**src/rtl/fetch_ctrl_if.sv**
```systemverilog
// Instruction-memory request/response bundle between the fetch sequencer and imem.
interface fetch_ctrl_if;
  logic        req;
  logic [31:0] addr;
  logic        gnt;
  logic        rvalid;
  logic [31:0] rdata;

  modport master (output req, addr, input gnt, rvalid, rdata);
  modport slave  (input req, addr, output gnt, rvalid, rdata);
endinterface

```
**src/rtl/fetch_ctrl.sv**
```systemverilog
// Fetch-stage instruction-memory sequencer: one outstanding request, NOP bubbles
// while waiting, stale-response drop on redirect, sticky response timeout.
//
// state | meaning
// IDLE  | post-reset, no request
// REQ   | request asserted, waiting for grant
// WAIT  | granted, waiting for the response
// HOLD  | response parked in the hold buffer while the hazard unit stalls fetch
// DROP  | redirected while a response is in flight; discard it when it arrives
module fetch_ctrl #(
  parameter logic [31:0] NOP     = 32'h0000_0013,
  parameter int unsigned TIMEOUT = 64
) (
  input  logic               clk,
  input  logic               rst_n,
  input  logic [31:0]        pcF,
  input  logic               pcselE,
  input  logic               hazard_stallF,
  fetch_ctrl_if.master       imem,
  output logic [31:0]        instrF,
  output logic               stallF,
  output logic               err
);

  localparam int TW = $clog2(TIMEOUT + 1);
  localparam logic [TW-1:0] TMR_LOAD = TW'(TIMEOUT);

  typedef enum logic [2:0] {IDLE, REQ, WAIT, HOLD, DROP} state_t;

  state_t        state_q, state_d;
  logic [TW-1:0] tmr_q, tmr_d;
  logic          err_q, err_d;
  logic [31:0]   hold_q, hold_d;
  logic          counting;

  always_ff @(posedge clk) begin
    if (!rst_n) begin
      state_q <= IDLE;
      tmr_q   <= TMR_LOAD;
      err_q   <= 1'b0;
      hold_q  <= NOP;
    end else begin
      state_q <= state_d;
      tmr_q   <= tmr_d;
      err_q   <= err_d;
      hold_q  <= hold_d;
    end
  end

  assign imem.addr = pcF;

  always_comb begin
    state_d  = state_q;
    hold_d   = hold_q;
    imem.req = 1'b0;
    instrF   = NOP;
    stallF   = !pcselE;
    case (state_q)
      IDLE: state_d = REQ;
      REQ: begin
        imem.req = 1'b1;
        if (imem.gnt) state_d = pcselE ? DROP : WAIT;
      end
      WAIT: begin
        if (imem.rvalid) begin
          stallF = hazard_stallF & !pcselE;
          if (pcselE) begin
            state_d = REQ;
          end else begin
            instrF = imem.rdata;
            if (hazard_stallF) begin
              state_d = HOLD;
              hold_d  = imem.rdata;
            end else begin
              state_d = REQ;
            end
          end
        end else if (pcselE) begin
          state_d = DROP;
        end
      end
      HOLD: begin
        instrF = hold_q;
        stallF = hazard_stallF & !pcselE;
        if (pcselE || !hazard_stallF) state_d = REQ;
      end
      DROP: begin
        if (imem.rvalid) state_d = REQ;
      end
      default: state_d = IDLE;
    endcase
  end

  // Down-counter reloads whenever no response is being awaited; terminal count is the timeout.
  always_comb begin
    counting = ((state_q == WAIT) || (state_q == DROP)) && !imem.rvalid;
    if (counting) tmr_d = (tmr_q == '0) ? '0 : tmr_q - TW'(1);
    else          tmr_d = TMR_LOAD;
    err_d = err_q | (tmr_d == '0);
  end

  assign err = err_q;

endmodule

```
**src/flat_wrapper.sv**
```systemverilog
// flat-port wrapper written by rule: the top's interface ports become plain ports
module fetch_ctrl_flat 
#(
  parameter logic [31:0] NOP     = 32'h0000_0013,
  parameter int unsigned TIMEOUT = 64
)
  (clk, rst_n, pcF, pcselE, hazard_stallF, instrF, stallF, err, imem_req, imem_addr, imem_gnt, imem_rvalid, imem_rdata);
  fetch_ctrl_if imem_i ();
  input  logic clk;
  input  logic rst_n;
  input  logic [31:0] pcF;
  input  logic pcselE;
  input  logic hazard_stallF;
  output logic [31:0] instrF;
  output logic stallF;
  output logic err;
  output wire logic [$bits(imem_i.req)-1:0] imem_req;
  output wire logic [$bits(imem_i.addr)-1:0] imem_addr;
  input wire logic [$bits(imem_i.gnt)-1:0] imem_gnt;
  input wire logic [$bits(imem_i.rvalid)-1:0] imem_rvalid;
  input wire logic [$bits(imem_i.rdata)-1:0] imem_rdata;
  assign imem_req = imem_i.req;
  assign imem_addr = imem_i.addr;
  assign imem_i.gnt = imem_gnt;
  assign imem_i.rvalid = imem_rvalid;
  assign imem_i.rdata = imem_rdata;
  fetch_ctrl #(.NOP(NOP), .TIMEOUT(TIMEOUT)) u_core (.clk(clk), .rst_n(rst_n), .pcF(pcF), .pcselE(pcselE), .hazard_stallF(hazard_stallF), .imem(imem_i), .instrF(instrF), .stallF(stallF), .err(err));
endmodule
```
**config.mk**
```make
export PLATFORM = sky130hd
export DESIGN_NAME = fetch_ctrl_flat
export DESIGN_NICKNAME = d
export VERILOG_FILES = /design/src/rtl/fetch_ctrl_if.sv /design/src/rtl/fetch_ctrl.sv /design/src/flat_wrapper.sv
export SDC_FILE = /design/constraint.sdc
export NUM_CORES = 1
export LEC_CHECK = 0
export CAP_MARGIN = 15
export CELL_PAD_IN_SITES_DETAIL_PLACEMENT = 0
export CELL_PAD_IN_SITES_GLOBAL_PLACEMENT = 1
export CORE_ASPECT_RATIO = 1.5
export CORE_MARGIN = 2
export CORE_UTILIZATION = 43
export DETAILED_ROUTE_END_ITERATION = 7
export DONT_BUFFER_PORTS = 1
export HOLD_SLACK_MARGIN = 0.12
export PLACE_DENSITY = 0.78
export SYNTH_ARGS = -nofsm -noshare
export SYNTH_HDL_FRONTEND = slang
export SYNTH_SLANG_ARGS = --single-unit
```
**constraint.sdc**
```tcl
create_clock -name clk -period 2.35 [get_ports clk]
set_clock_uncertainty 0.05 [all_clocks]
set_input_delay 0.705 -clock clk [delete_from_list [all_inputs] [get_ports clk]]
set_output_delay 0.705 -clock clk [all_outputs]
set_load 0.02 [all_outputs]
```
# Yosys cells after proc, flatten, opt, wreduce, memory -nomap -nowiden
# Index checks and enable logic that the tools add are counted.
dict set report classes {
  add_sub_neg 1
  n_eq_ne 8
  n_mux 17
  bitwise 3
  n_reduce_logical 11
}
# cell count
set op_table {}
lappend op_table {{32-bit two-way mux} 2}
lappend op_table {{32-bit one-hot mux with 2 select lines} 1}
lappend op_table {{3-bit two-way mux} 7}
lappend op_table {{3-bit one-hot mux with 5 select lines} 1}
lappend op_table {{7-bit logical NOT} 2}
lappend op_table {{7-bit two-way mux} 2}
lappend op_table {{4-bit AND reduction} 2}
lappend op_table {{7-bit by 1-bit subtractor with 7-bit output, second input constant} 1}
lappend op_table {{3-bit by 2-bit equality test with 1-bit output, second input constant} 2}
lappend op_table {{2-bit != test, second input constant} 2}
lappend op_table {{3-bit by 1-bit equality test with 1-bit output, second input constant} 1}
lappend op_table {{3-bit equality test, second input constant} 1}
lappend op_table {{1-bit logical NOT} 3}
lappend op_table {{3-bit logical NOT} 1}
lappend op_table {{3-bit != test, second input constant} 1}
lappend op_table {{1-bit logical OR} 2}
lappend op_table {{1-bit two-way mux} 2}
lappend op_table {{2-bit two-way mux} 1}
lappend op_table {{2-bit by 1-bit != test with 1-bit output, second input constant} 1}
lappend op_table {{1-bit one-hot mux with 2 select lines} 1}
lappend op_table {{1-bit AND} 1}
lappend op_table {{1-bit logical AND} 1}
lappend op_table {{1-bit NOT} 1}
lappend op_table {{1-bit bitwise OR} 1}
dict set report totals {
  reg_bits 43
  in_bits 70
  wordCells 44
}

# Longest topological paths before layout
dict set report depth {
  word_depth 6
  mapped_depth 7
  depth_no_buf 6
}

# Worst setup path after synthesis
# OpenSTA, ideal clock, no wires.
dict set report synth_timing {
  path_type {in2out}
  start {input port imem_rvalid}
  end {output port instrF[14]}
  arrival_time_ns 1.613
  required_time_ns 1.595
  slack_ns -0.018
  stages 5
  path_buffers 2
  cell_sequence {and4bb_1 and2_1 buf_2 buf_6 a22o_1}
}
dict set report synth_between {
  elab_chain_cells 2
}
# item line_no
set synth_lines {}
lappend synth_lines {{start: declaration} flat_wrapper.sv:20} ;# input wire logic [$bits(imem_i.rvalid)-1:0] imem_rvalid;
lappend synth_lines {{32-bit two-way mux} fetch_ctrl.sv:65} ;# if (imem.rvalid) begin
lappend synth_lines {{32-bit one-hot mux with 2 select lines} fetch_ctrl.sv:58} ;# case (state_q)
lappend synth_lines {{end: declaration} flat_wrapper.sv:14} ;# output logic [31:0] instrF;
# No other way between the ends.

# Worst setup path in the final report
dict set report layout_timing {
  start {register u_core.state_q[2]}
  end {output port instrF[21]}
}
dict set report layout_between {
  elab_chain_cells 2
  elab_cells_between_ends 3
  cone_classes {2 x eq/ne; 1 x mux}
}
# item line_no
set layout_lines {}
lappend layout_lines {{start: declaration} fetch_ctrl.sv:30} ;# state_t state_q, state_d;
lappend layout_lines {{start signal: assignment} fetch_ctrl.sv:43} ;# state_q <= state_d;
lappend layout_lines {{3-bit by 2-bit equality test with 1-bit output} fetch_ctrl.sv:58}
lappend layout_lines {{32-bit one-hot mux with 2 select lines *} fetch_ctrl.sv:58}
# Mark *: on every way between the ends. The rest lies on a longest branch, timed or not.

==> metrics.cfg <==
[status]
outcome=finished clean

[worst_setup_path]
critical_path.startpoint_type=flip-flop
rr_startpoint=u_core.tmr_q[0]$_SDFF_PN0_
path_max_fanout=13
critical_path_class=flip-flop to output port
ff2ff_setup_slack_ns=0.63
arrival_ns=1.52
required_ns=1.59
cp-end-kind=output port
startpoint=u_core.state_q[2]$_SDFFE_PN0P_

[synthesis]
synth.distinct_cells=33
synth_area_mm2=0.00233
yosysTopAreaCell=dfxtp_1
async_reset_ff_frac=0
ys_ff_latch=43
synth_edf_count=0
yosys_warnings=0
netlist_instances=281
yosysSeqAreaShare=0.369
yosysTopAreaCellShare=0.369
synthTopCellsByArea=dfxtp_1, buf_4, a22o_1
avgSynthCellArea_um2=8.30
synth_fp_nets=353
synth_ff_type=dfxtp_1

[timing]
rsz0062_at_grt=no
fin_crit_ns=2.28
hold_viol=0
finalWorstSetupSlack_ns=0.0720
period_share=0.969
tightest_slew_ns=0.288
setup_viol=0
relSlewSlack=0.806
fmax_mhz=439
maxSlewViolCount=0
tns_ns=0

[clock_network]
cts_made_buffers=5
clk_latency_ns=0.29
cts_root_buffer=clkbuf_8
clk_path_buf_depth=2
cts_tree=yes
postCtsHoldBufs=0
cts.sinks=43
cts-htree-levels=2
cts.reportedPaths.clkPinSlew_ns=0.08

[placed_design]
dp_hpwl_mm=3.42
gp_congestion=0.809
preCtsSetupSlack_ns=0.0291
dp_cells=313
port_buffers=0

[detailed_routing]
vias=1817
drc_errors=0
via_per_inst=5.63
wl_met2_mm=2.80
wirelength_mm=5.23
drt-met1-wl_mm=2.04
wl_met3_um=316
ant_nets=0
dr.pass1.iters=4
routed.top_layer=met4
detail_route.wl_per_cell_um=16.2
drt_iter0_markers=84

[floorplanning]
rows=32
start_util=0.448
die_w_um=64.1
core-area_mm2=0.00520
die_h_um=94.2
ioPinCount=137
die_area_mm2=0.00604

[min_path]
hp-class=flip-flop to flip-flop
hp-start=u_core.hold_q[6]$_SDFFE_PN0P_

[layout]
area_growth_pct=7.41
final_core_util=0.481
layout-drive-gt1-share=0.227
nets=327
instances_no_fill=323
layout_common_cells=nand2_1, dfxtp_1, a21boi_1
antenna_cells=0
final_common_cell=nand2_1
fillCellCount=519

[job]
cap_violations=0

[power]
power.density_mw_per_mm2=546
peakVddDrop_mv=0.333
power.leakage_nw=1.00

[global_route]
grt_overflow=0
grt_max_degree=38
antenna_found_initial=0
grt_pass1_wl_mm=7.69
grt.total_usage=0.162
grt_pass1_vias=1675

[critical path, stage by stage (launching register included)]
cell	delay, ns
dfxtp_4	0.38
and4bb_1	0.23
and2_4	0.19
clkbuf_16	0.18
a22o_4	0.26
[state kept, by name (all words and copies together) (netlist names)]
register        cells
u_core.hold_q      32
u_core.tmr_q        7
u_core.state_q      3
u_core.err          1
[worst paths after layout]
| path | to | depth (start not counted) |
|---|---|---|
| min | u_core.hold_q[6]$_SDFFE_PN0P_ | 2 |
| min reg2reg | u_core.hold_q[6]$_SDFFE_PN0P_ | 2 |
| max | instrF[21] | 4 |
| max reg2reg | u_core.err$_SDFF_PN0_ | 6 |
[logic make-up after synthesis]
group           share of synthesized area
fa+ha+maj                          0.0107
buf+inv                             0.152
compound gates                      0.256
xor+xnor                           0.0225
flops                               0.369
simple gates                        0.190
[routing by layer]
metal,up-vias,global-route usage
li1,880,-
met1,871,0.170
met2,56,0.298
met3,10,0.0492
met4,0,0.0656
met5,-,0
[final cells by class]
class | count | area (um2) | share of cell area
Clock buffer | 6 | 72.6 | 0.0290
Clock inverter | 1 | 30.0 | 0.0120
Inverter | 4 | 15.0 | 0.00600
Multi-Input combinational cell | 184 | 1260 | 0.505
Sequential cell | 43 | 866 | 0.346
Tap cell | 68 | 85.1 | 0.0340
Timing Repair Buffer | 17 | 170 | 0.0680
[cells in the mapped netlist, types with 4 or more instances]
cell type / n
inv_1: 4
nor2_1: 8
clkbuf_1: 6
a22o_1: 30
a21boi_1: 29
nand2_1: 68
buf_2: 7
dfxtp_1: 43
buf_4: 36
nand3_1: 5
o21ai_0: 7
[power breakdown]
| part | switching (W) | total [W] | internal (W) |
|---|---|---|---|
| logic | 0.0000351 | 0.0000747 | 0.0000396 |
| clock network | 0.000239 | 0.000551 | 0.000312 |
| registers | 0.00000730 | 0.000741 | 0.000734 |
[per-stage QoR]
| step | hold WS (ns) | total power (W) | area [um2] |
|---|---|---|---|
| 3_5_place_dp | 0.396 | 0.000827 | 2210 |
| 6_report | 0.408 | 0.00137 | 2500 |
| 4_1_cts | 0.409 | 0.00138 | 2320 |
| 3_3_place_gp | 0.389 | 0.000827 | 2210 |
| 2_1_floorplan | 0.372 | 0.000895 | 2330 |
| 5_1_grt | 0.430 | 0.00142 | 2500 |
[what timing repair did]
action / 4_1_cts / 5_1_grt
setup buffers: 0 / 2
endpoints found under the hold margin: 0 / 0
endpoints found under the setup margin: 29 / 29
gates cloned: 0 / 1
gates resized for setup: 5 / 31
Note: power is estimated with default switching activity, not from simulation.
